===== config.mk =====
export PLATFORM = sky130hd
export DESIGN_NAME = seq_pattern_detector
export DESIGN_NICKNAME = d
export VERILOG_FILES = /design/src/rtl/seq_pattern_detector.sv
export SDC_FILE = /design/constraint.sdc
export NUM_CORES = 1
export LEC_CHECK = 0
export CAP_MARGIN = 40
export CORE_UTILIZATION = 55
export DETAILED_ROUTE_END_ITERATION = 6
export PLACE_DENSITY = 0.92
export SYNTH_ARGS = -nofsm -noshare
export SYNTH_HDL_FRONTEND = slang
export SYNTH_SLANG_ARGS = --single-unit

===== constraint.sdc =====
create_clock -name clk_i -period 6.5 [get_ports clk_i]
set_clock_uncertainty 0.2 [all_clocks]
set_input_delay 0.65 -clock clk_i [delete_from_list [all_inputs] [get_ports clk_i]]
set_output_delay 0.65 -clock clk_i [all_outputs]
set_load 0.02 [all_outputs]

===== src/rtl/seq_pattern_detector.sv =====
// -----------------------------------------------------------------------------
// seq_pattern_detector
//
// Purpose:
//   Serial pattern checker that sits behind the three-input combinational
//   logic stage. It samples the upstream Y bit once per valid cycle, keeps a
//   PAT_LEN-deep shift history, and raises a registered single-cycle match
//   pulse when the newest PAT_LEN accepted bits equal PATTERN. A saturating
//   counter records the number of matches since reset or clear.
//
// Parameters:
//   PAT_LEN   pattern length in bits, legal range 2..16
//   PATTERN   target pattern; MSB is the oldest bit, LSB the newest bit
//   CNT_W     width of the match counter
//
// Ports:
//   clk_i        system clock, rising-edge active
//   reset_i      asynchronous active-high reset, clears all state at once
//   in_valid_i   in_bit_i is consumed this cycle
//   in_bit_i     serial data (Y of the upstream logic stage)
//   clear_i      synchronous clear of history, fill level and counter;
//                a bit presented in the same cycle is discarded
//   match_o      one-cycle registered match pulse
//   match_cnt_o  saturating match count since reset/clear
//   armed_o      high once PAT_LEN bits are held in the history
//
// Build option:
//   SEQ_DET_OVERLAP_EN  when defined, history and fill level are kept after a
//                       hit so a pattern suffix can start the next match.
//                       When undefined (default), a hit empties the history
//                       so the next match needs PAT_LEN fresh bits.
// -----------------------------------------------------------------------------
module seq_pattern_detector #(
    parameter int                 PAT_LEN = 4,
    parameter logic [PAT_LEN-1:0] PATTERN = 4'b1101,
    parameter int                 CNT_W   = 8
) (
    input  logic             clk_i,
    input  logic             reset_i,
    input  logic             in_valid_i,
    input  logic             in_bit_i,
    input  logic             clear_i,
    output logic             match_o,
    output logic [CNT_W-1:0] match_cnt_o,
    output logic             armed_o
);

    // Fill level must be able to represent the value PAT_LEN itself.
    localparam int                 FILL_W    = $clog2(PAT_LEN + 1);
    localparam logic [FILL_W-1:0]  FILL_FULL = FILL_W'(PAT_LEN);
    localparam logic [FILL_W-1:0]  FILL_ONE  = FILL_W'(1);
    localparam logic [CNT_W-1:0]   CNT_MAX   = {CNT_W{1'b1}};
    localparam logic [CNT_W-1:0]   CNT_ONE   = CNT_W'(1);

    // Registered state
    logic [PAT_LEN-1:0] hist_q;
    logic [PAT_LEN-1:0] hist_d;
    logic [FILL_W-1:0]  fill_q;
    logic [FILL_W-1:0]  fill_d;
    logic               match_q;
    logic               match_d;
    logic [CNT_W-1:0]   cnt_q;
    logic [CNT_W-1:0]   cnt_d;
    logic               armed_q;
    logic               armed_d;

    // Candidate values for an accepted bit
    logic [PAT_LEN-1:0] new_hist_s;
    logic [FILL_W-1:0]  new_fill_s;
    logic               hit_s;

    // Candidate history/fill level if the current bit were accepted.
    always_comb begin
        new_hist_s = {hist_q[PAT_LEN-2:0], in_bit_i};
        if (fill_q == FILL_FULL) begin
            new_fill_s = FILL_FULL;
        end else begin
            new_fill_s = fill_q + FILL_ONE;
        end
    end

    // Hit only when a bit is really accepted and the history is completely
    // filled with live bits: stale reset zeros must never complete a pattern
    // that begins with zeros. in_valid_i gates the term first so an unknown
    // in_bit_i on an idle cycle cannot reach the state.
    always_comb begin
        if (in_valid_i && !clear_i) begin
            hit_s = (new_fill_s == FILL_FULL) && (new_hist_s == PATTERN);
        end else begin
            hit_s = 1'b0;
        end
    end

    // Next-state selection: clear beats an accepted bit, idle cycles hold.
    always_comb begin
        hist_d  = hist_q;
        fill_d  = fill_q;
        match_d = 1'b0;
        cnt_d   = cnt_q;
        if (clear_i) begin
            hist_d  = '0;
            fill_d  = '0;
            match_d = 1'b0;
            cnt_d   = '0;
        end else if (in_valid_i) begin
            hist_d  = new_hist_s;
            fill_d  = new_fill_s;
            match_d = hit_s;
            if (hit_s && (cnt_q != CNT_MAX)) begin
                cnt_d = cnt_q + CNT_ONE;
            end else begin
                cnt_d = cnt_q;
            end
`ifdef SEQ_DET_OVERLAP_EN
            // Overlapping mode: keep history so a suffix can start a new match.
`else
            // Non-overlapping mode: a hit consumes the whole window.
            if (hit_s) begin
                hist_d = '0;
                fill_d = '0;
            end else begin
                hist_d = new_hist_s;
                fill_d = new_fill_s;
            end
`endif
        end else begin
            hist_d  = hist_q;
            fill_d  = fill_q;
            match_d = 1'b0;
            cnt_d   = cnt_q;
        end
    end

    // armed mirrors the next fill level so it lines up with fill_q.
    always_comb begin
        if (fill_d == FILL_FULL) begin
            armed_d = 1'b1;
        end else begin
            armed_d = 1'b0;
        end
    end

    // State register with asynchronous active-high reset.
    always_ff @(posedge clk_i or posedge reset_i) begin
        if (reset_i) begin
            hist_q  <= '0;
            fill_q  <= '0;
            match_q <= 1'b0;
            cnt_q   <= '0;
            armed_q <= 1'b0;
        end else begin
            hist_q  <= hist_d;
            fill_q  <= fill_d;
            match_q <= match_d;
            cnt_q   <= cnt_d;
            armed_q <= armed_d;
        end
    end

    assign match_o     = match_q;
    assign match_cnt_o = cnt_q;
    assign armed_o     = armed_q;

endmodule


==> reports/metrics.csv, run 1 <==
metric;value;unit
synth_cells;93;
postRouteWirelength;1630;µm
intPower;130;µW
worst_setup_path_start_kind;input pin;
clk_path_buf_depth;2;
critical_path.endpoint_type;flip-flop;
portion_of_the_clock_cycle_consumed_by_the_worst_path_in_the_final_layout;39.2;%
ctsHoldBuffers;0;
gp_congestion;0.869;
floorplan.io_pins;15;
crit_required;6.53;ns
final_worst_path_period_need;2.55;ns
die_area;1840;µm²
finalSetupTns;0;ns
rows;14;
synth_top_cell_area_share;43.4;%
finalInstanceArea;1090;µm²
die_wd;42.9;µm
synth-main-ff-cell;sky130_fd_sc_hd__dfrtp_1;
globalRouteOverflowTotal;0;
swShare;23.7;%
slew_headroom;61.2;%
p_clk_share;29.9;%
hpwl;1210;µm
cts_resized;0;
postPlaceCellArea;1070;µm²
post-synth-top-area-cell;sky130_fd_sc_hd__dfrtp_1;
grt_use_total;19.6;%
synth_nets;101;
cts_made_buffers;3;
final.fill_count;117;
drt-pass1-iter-count;4;
tritoncts;yes;
final_net_count;117;
layout-drive-gt1-share;11.2;%
first_iter_violations;22;
timing.final.max_slew_violations;0;
syn-mean-instance-area;9.92;µm²
max-cap-violations;0;
ys_warn_count;0;
postCtsSetupBuffers;0;
max-vdd-ir-drop;140;µV
synth-edff-count;0;
critical-path-max-stage-delay;0.72;ns
power;170;µW
flow.area_growth_from_synthesis;18.5;%
antenna_cells_inserted;0;
pwr-share-comb;9.6;%
avgRoutedWirePerCell;13.2;µm
max_freq;0.393;GHz
clkTransAtPathRegs;0.08;ns
async_flop_share;100;%
reg2reg_setup_slack;4.13;ns
worst-setup-path-type;in2reg;
cp_cell_sequence;clkdlybuf4s50_1 > nor2b_2 > nor3b_2 > nand3_1 > or4_1 > nand2_1;
numPortBuffers;14;
cts_max_level;1;
report.final.hold_viol_count;0;
synth_seq_area_share;43.4;%
hp-class;reg2reg;
initial_core_util;59.8;%
critPathSlowestCell;sky130_fd_sc_hd__clkdlybuf4s50_1;
post_synth_most_frequent_cells;16 x sky130_fd_sc_hd__dfrtp_1, 8 x sky130_fd_sc_hd__a21oi_1, 8 x sky130_fd_sc_hd__nand2_1;
root_buffer;sky130_fd_sc_hd__clkbuf_4;
antenna_violating_nets_post_route;0;
post-synth-top-count-cell;sky130_fd_sc_hd__dfrtp_1;
run_status;finished clean;
p_per_area;155;nW/µm²
drcViolationCount;0;
initial_antenna_violation_count;0;
worst_skew_pair_later_pin_latency;0.28;ns
grt_pass1_wl;2690;µm
post_synth_main_area_contributors;sky130_fd_sc_hd__dfrtp_1 43%, sky130_fd_sc_hd__a21oi_1 4.3%, sky130_fd_sc_hd__ha_1 4.1%;
core_area;1540;µm²
routed_via_density;5.94;
max_slew.worst_pin.slew;0.581;ns
number_of_synthesized_register_bits;16;
cts_sinks;16;
setup_viol;0;
die-height;42.9;µm
power.net_switching;40.2;µW
synth.lib_cells_used.distinct;38;
sequential_fraction_of_design_power;60.5;%
dr_total_vias;731;
unrepaired_setup_endpoints_after_global_routing;false;
crit_arrival;2.58;ns
grt_max_degree;17;
synthesis.area;922;µm²
first_global_vias;651;
worst_hold_slack;0.372;ns
crit_fanout;14;
static-leakage-power;0.452;nW
==> critical path: cells and delay by family <==
kind	cells	cell delay, ns
buffers and inverters	1	0.72
and+or+nand+nor	5	1.21
==> layout make-up <==
class,count,area [µm²],share of cell area (%)
clock buffers,3,22.5,2.06
inverters,5,18.8,1.72
repair buffers,14,140,12.8
flip-flops and latches,16,400,36.7
multi-input cells,69,490,44.9
well taps,16,20.0,1.83
==> registers in the layout, summed over array words and instances, names as in the netlist <==
register / count
match_cnt_o: 8
armed_o: 1
match_o: 1
fill_q: 3
hist_q: 3
==> stage by stage <==
step / util (%) / worst slack, ns / std cells
2_1_floorplan: - / 4.35 / 93
3_3_place_gp: 69.4 / 3.75 / 120
3_5_place_dp: 69.4 / 3.67 / 120
4_1_cts: 70.9 / 3.97 / 123
5_1_grt: 70.9 / 3.82 / 123
6_report: 70.9 / 3.95 / 123
==> routing by layer <==
metal  GRT usage (%)  part of all wire, %  up-vias
met1            25.8                   47      337
met5               0                    0        -
met4            10.9                  2.2        0
met3            2.55                  4.8        5
met2            30.9                   46       26
li1                -                    -      363
==> cells in the final DEF, fill, tap and decap left out, types with 5 or more instances in the layout <==
cell type,instances
sky130_fd_sc_hd__a21oi_1,8
sky130_fd_sc_hd__clkdlybuf4s50_1,14
sky130_fd_sc_hd__dfrtp_1,16
sky130_fd_sc_hd__inv_1,5
sky130_fd_sc_hd__nand2_1,8
sky130_fd_sc_hd__nand3_1,6
sky130_fd_sc_hd__nor2_1,5
==> power by group through the flow <==
stage | registers (mW) | logic [mW] | clock network (mW)
2_1_floorplan | 0.104 | 0.0112 | 0
3_3_place_gp | 0.105 | 0.0160 | 0
4_1_cts | 0.103 | 0.0166 | 0.0524
5_1_grt | 0.103 | 0.0186 | 0.0556
3_5_place_dp | 0.105 | 0.0165 | 0
6_report | 0.103 | 0.0164 | 0.0508
==> cells by family after synthesis <==
group	Yosys count	share of synthesized area, %
AND/OR/NAND/NOR	45	31.1
multiplexers	2	2.31
adder cells (fa/ha/maj)	3	4.07
AO/OA/AOI/OAI	16	12.9
XOR/XNOR	3	2.85
flip-flops	16	43.4
buffers and inverters	8	3.39
==> final timing paths <==
check,start,to,cells after the start
setup / recovery,in_valid_i,match_cnt_o[3],6
hold / removal,hist_q[0],hist_q[1],2
setup reg to reg,fill_q[0],match_cnt_o[6],7
hold reg to reg,hist_q[0],hist_q[1],2
max in group asynchronous,reset_i,match_cnt_o[6],2
min in group asynchronous,reset_i,match_cnt_o[2],2
(Power assumes the default switching activity.)
==> run 2, diff against run 1 <==
--- a/config.mk
+++ b/config.mk
@@ -6,9 +6,9 @@
 export NUM_CORES = 1
 export LEC_CHECK = 0
 export CAP_MARGIN = 40
-export CORE_UTILIZATION = 55
+export CORE_UTILIZATION = 46
 export DETAILED_ROUTE_END_ITERATION = 6
-export PLACE_DENSITY = 0.92
+export PLACE_DENSITY = 0.83
 export SYNTH_ARGS = -nofsm -noshare
 export SYNTH_HDL_FRONTEND = slang
 export SYNTH_SLANG_ARGS = --single-unit
==> constraint.sdc (replaced) <==
create_clock -name clk_i -period 2.3 [get_ports clk_i]
set_clock_uncertainty 0.2 [all_clocks]
set_input_delay 0.23 -clock clk_i [delete_from_list [all_inputs] [get_ports clk_i]]
set_output_delay 0.23 -clock clk_i [all_outputs]
set_load 0.02 [all_outputs]
==> reports/metrics.csv, run 2 (same netlist as run 1, synthesis figures left out) <==
metric;value;unit;change
power.net_switching;127;µW;+220%
hpwl;1370;µm;+13%
die-height;46.8;µm;+8.9%
drt-pass1-iter-count;4;;unchanged
p_per_area;457;nW/µm²;+190%
portion_of_the_clock_cycle_consumed_by_the_worst_path_in_the_final_layout;97.0;%;
timing.final.max_slew_violations;0;;unchanged
die_wd;46.8;µm;+8.9%
finalNonFillerCells;139;;+13%
gp_congestion;0.786;;-9.6%
antenna_violating_nets_post_route;0;;unchanged
multi_input_area;504;µm²;+2.8%
layout-drive-gt1-share;21.1;%;+9.8 points
most_common_cell_after_layout_fill_and_taps_aside;sky130_fd_sc_hd__dfrtp_1;;
cp_cell_sequence;inv_1 > ha_2 > nand2b_4 > a2111oi_4 > nand4_1 > o31ai_1 > a21oi_1;;
final_net_count;123;;+5.1%
hp-class;in2async;;
swShare;23.5;%;-0.15 points
grt_pass1_wl;2970;µm;+10%
reg2reg_setup_slack;0.07;ns;-4.06 ns
rows;15;;+1
die_area;2190;µm²;+19%
first_global_vias;667;;+2.5%
flow.area_growth_from_synthesis;28.0;%;
final_worst_path_period_need;2.23;ns;
critical_path.endpoint_type;flip-flop;;
globalRouteOverflowTotal;0;;unchanged
worst-setup-path-type;reg2reg;;
numPortBuffers;14;;unchanged
max_freq;0.448;GHz;
max-cap-violations;0;;unchanged
floorplan.io_pins;15;;unchanged
worst_setup_path_start_kind;flip-flop;;
report.final.hold_viol_count;0;;unchanged
crit_arrival;2.21;ns;-0.37 ns
crit_fanout;4;;-10
rr_worst_depth;7;;unchanged
register_area;400;µm²;unchanged
layout.cells.most_common_list;16 x sky130_fd_sc_hd__dfrtp_1, 14 x sky130_fd_sc_hd__clkdlybuf4s50_1, 8 x sky130_fd_sc_hd__a21oi_1;;
cts_sinks;16;;unchanged
critical-path-max-stage-delay;0.43;ns;-0.29 ns
dpl.cell_count;132;;+10%
setup_viol;0;;unchanged
avgRoutedWirePerCell;14.0;µm;+6.2%
grt_use_total;19.4;%;-0.15 points
clkTransAtPathRegs;0.09;ns;about the same
max-vdd-ir-drop;366;µV;+160%
static-leakage-power;0.491;nW;+8.5%
routed_via_density;5.47;;-7.9%
initial_core_util;51.2;%;-8.6 points
grt_max_degree;17;;unchanged
flip_flop_count_of_the_largest_register_all_copies_and_words_added;8;;unchanged
slew_headroom;58.2;%;-3.1 points
clk_path_buf_depth;2;;unchanged
worst_skew_pair_later_pin_latency;0.29;ns;about the same
core_area;1800;µm²;+17%
max_slew.worst_pin.slew;0.627;ns;+0.0463 ns
cts_made_buffers;3;;unchanged
pwr-share-comb;11.4;%;+1.8 points
antenna_cells_inserted;0;;unchanged
postRouteWirelength;1950;µm;+20%
dr_total_vias;761;;+4.1%
intPower;412;µW;+220%
root_buffer;sky130_fd_sc_hd__clkbuf_4;;
crit_required;2.28;ns;-4.25 ns
cts_max_level;1;;unchanged
first_iter_violations;26;;+18%
drcViolationCount;0;;unchanged
crit-reg2reg-launch;fill_q[1];;
run_status;finished clean;;
critPathSlowestCell;sky130_fd_sc_hd__dfrtp_1;;
worst_hold_slack;0.108;ns;-0.263 ns
p_clk_share;34.8;%;+4.9 points
crit-reg2reg-capture;match_cnt_o[6];;
final.fill_count;140;;+20%
tritoncts;yes;;
initial_antenna_violation_count;0;;unchanged
sequential_fraction_of_design_power;53.8;%;-6.7 points
## run 2: cell count changes in the layout (fill, tap and decap cells not counted), sizes merged
| cell | previous run | this run |
|---|---|---|
| buf | 0 | 6 |
| clkbuf | 3 | 4 |
## run 2: worst max-delay path by stage
| stage | startpoint | to | cells after the start |
|---|---|---|---|
| 2_1_floorplan | fill_q[0] | match_cnt_o[6] | 7 |
| 3_3_place_gp | fill_q[0] | match_cnt_o[3] | 7 |
| 3_5_place_dp | fill_q[1] | match_cnt_o[6] | 7 |
| 4_1_cts | fill_q[1] | match_cnt_o[6] | 7 |
| 5_1_grt | fill_q[0] | match_cnt_o[6] | 7 |
| 6_report | fill_q[1] | match_cnt_o[6] | 7 |
## run 2: area by class of cell
type	count	area share, %
multi-input combinational	69	42.7
sequential	16	33.9
timing repair buffer	20	16.0
clock buffer	4	3.08
tap	25	2.65
inverter	5	1.59
## run 2: power groups by stage
stage	clock, mW	combinational [mW]	sequential, mW
4_1_cts	0.193	0.0526	0.289
6_report	0.187	0.0616	0.290
2_1_floorplan	0	0.0318	0.295
3_3_place_gp	0	0.0520	0.294
5_1_grt	0.199	0.0676	0.291
3_5_place_dp	0	0.0525	0.295
## run 2: through the flow
step	worst slack, ns	setup TNS, ns	utilization [%]	instance area (µm²)	power [mW]
floorplan	0.155	0	-	922	0.327
global placement	0.174	0	61.3	1100	0.346
detailed placement	0.0513	0	61.3	1100	0.347
CTS	0.0450	0	63.3	1140	0.535
global route	-0.0291	-0.0334	65.5	1180	0.558
finish	0.0699	0	65.5	1180	0.539
## run 2: metal layers
metal	GRT usage, %	vias up	part of all wire, %
met1	26.9	371	45
met4	9.14	0	1.4
met5	0	-	0
met2	30.0	15	51
li1	-	371	-
met3	2.69	4	2.3
## run 2: timing repair
action                                  4_1_cts  5_1_grt
endpoints found under the setup margin        0        4
setup buffers                                 0        4
gates resized for setup                       0        7
hold buffers                                  0        0
## run 2: worst max-delay path, delay by kind of cell, from the launching register on
family,cells,cell delay [ns]
AND/OR/NAND/NOR,2,0.41
AO/OA/AOI/OAI,3,0.72
flip-flops,1,0.43
adder cells (fa/ha/maj),1,0.27
buffers and inverters,1,0.08
==> RTL change: new RTL, flow settings as in run 2 <==
Build with the macro `SEQ_DET_OVERLAP_EN` defined.
--- a/src/rtl/seq_pattern_detector.sv
+++ b/src/rtl/seq_pattern_detector.sv
@@ -31,4 +31,6 @@
 //                       so the next match needs PAT_LEN fresh bits.
 // -----------------------------------------------------------------------------
+`define SEQ_DET_OVERLAP_EN
+
 module seq_pattern_detector #(
     parameter int                 PAT_LEN = 4,
Function: changed (a bounded check fails within 10 cycles, from zero or initial values and one cycle with reset_i high).
==> RTL change against run 2 <==
Final cell count shrank 17%. Total power shrank 2.3%. Setup slack gained 0.042 ns. Routed wire length shrank 6.4%. Combinational power shrank 17%. Cell area shrank 10%. Count of clock-buffer cells in the layout is the same. Area after synthesis shrank 11%. Sequential cell count is the same. Non-clock buffer count shrank 1. Largest power group unchanged.
==> RTL change: results (changes against run 2) <==
* Detail Placement HPWL at 1.27 mm (-7.2%)
* Ratio of cells with drive above 1 in the final layout at 18.0% (-3.1 points)
* Synth Area in Compound Gates at 11.0% (-1.9 points)
* Post-synthesis sequential area ratio at 48.9% (+5.4 points)
* CTS Root Cell: clkbuf_4
* Yosys cell types at 27 (-29%)
* Peak supply drop at 0.000466 V (+27%)
* CTS Buffer Depth at 2 (unchanged)
* Num CTS Buffers at 3 (unchanged)
* Clk slew on worst S/H paths at around 0.1 ns
* Slew Limit Fails at 0 (unchanged)
* Status: finished, final reports clean
* Wirelength per Cell at 15.7 um (+12%)
* Worst-Skew Late Latency at 0.29 ns (about the same)
* Largest net degree at the start of global routing at 17 (unchanged)
* DR pass1 iterations at 6 (+2)
* Adder-cell area share of the yosys netlist at 4.58% (+0.51 points)
* Worst hold-check path type: primary input to asynchronous set/reset pin
* H-tree lvl count at 1 (unchanged)
* Highest cell delay on the worst timing path at 0.45 ns (+0.02 ns)
* Mux cell area share after synthesis at 6.26% (+4.0 points)
* Total GRT Usage at 21.0% (+1.6 points)
* Static Leak at 0.501 nW (+2.1%)
* Int Power at 405 uW (-1.7%)
* Crit path max fanout at 4 (unchanged)
* Arrival time worst endpoint at around 2.2 ns
* Clock network power share at 35.2% (+0.4 points)
* Placed cell count at 111 (-16%)
* Number of port buffers at 14 (unchanged)
* Gate power share at 9.7% (-1.7 points)
* First-pass GRT wire length at 2.86 mm (-3.7%)
* Slowest cell on crit path: or4_4
* Synth Area in XOR/XNOR at 3.21% (+0.36 points)
* Number of flip-flops in the largest register at 8 (unchanged)
* ANT cells at 0 (unchanged)
* Primary FF master, synth: dfrtp_1
* Switching Fraction at 23.0% (-0.48 points)
* Top post-synthesis cells by area: dfrtp_1 49%, mux2i_1 4.9%, ha_1 4.6%
* Vias in the first global route at 643 (-3.6%)
* Drt first-iter violations at 25 (-3.8%)
* Worst-Margin Slew at 0.611 ns (-0.0159 ns)
* CP top delay family: simple AND/OR/NAND/NOR gates
* Pre-CTS WS at 0.0349 ns (-0.0163 ns)
* RePlAce Congestion at 0.782 (-0.55%)
* Asr flop ratio synth at 100% (unchanged)
* Post-Layout Cell Count at 116 (-17%)
* Syn Nets at 87 (-14%)
* Via/cell ratio at 5.57 (+1.7%)
* Cell area after placement at 998 sq um (-9.5%)
* Post-Syn Instances at 79 (-15%)
* YS warnings at 0 (unchanged)
* Commonest cells post-synth: 16 x dfrtp_1, 9 x nor2_1, 6 x a21oi_1, 6 x inv_1
* Antenna violations before repair at 0 (unchanged)
RTL change: changes by cell type in the layout (fill, tap and decap cells not counted), moves of 3 or more:
| cell | run 2 | this run |
|---|---|---|
| nand3_1 | 6 | 3 |
| nand2b_1 | 3 | 0 |
| a21oi_1 | 8 | 5 |
| mux2i_1 | 1 | 4 |
| nor2_1 | 5 | 9 |
| or3_1 | 1 | 4 |
| nand2_1 | 7 | 4 |
RTL change: final timing paths:
path	start	cells past startpoint	slack [ns]	endpoint
setup reg to reg	fill_q[1]	7	0.11	match_cnt_o[6]
hold reg to reg	fill_q[1]	2	0.39	fill_q[1]
max in group asynchronous	reset_i	2	1.40	fill_q[0]
setup / recovery	fill_q[1]	7	0.11	match_cnt_o[6]
min in group clk_i	fill_q[1]	2	0.39	fill_q[1]
hold / removal	reset_i	2	0.1	match_cnt_o[6]
RTL change: per-layer routing:
layer  up-vias  track usage (%)  wire, um
met2        19             33.2       967
met1       303             23.9       744
met4         0             11.5        41
met3         7             8.98        72
met5         -                0         0
li1        317                -         -
RTL change: what timing repair did:
item                                    CTS  global route
endpoints found under the setup margin    0             4
resized for setup                         0             3
hold endpoints to repair                  0             0
setup buffers                             0             1
RTL change: cell families after synthesis:
group | Yosys count
and+or+nand+nor | 31
DFF | 16
AOI/OAI and AO/OA | 13
buffers and inverters | 8
muxes | 5
xor gates and xnor gates | 3
adders and majority gates | 3
RTL change: layout make-up:
| type | count | area [sq um] |
|---|---|---|
| Clock buffer | 4 | 36.3 |
| Inverter | 6 | 22.5 |
| Multi-Input combinational cell | 55 | 400 |
| Fill cell | 129 | 519 |
| Tap cell | 16 | 20.0 |
| Sequential cell | 16 | 400 |
| Timing Repair Buffer | 19 | 178 |
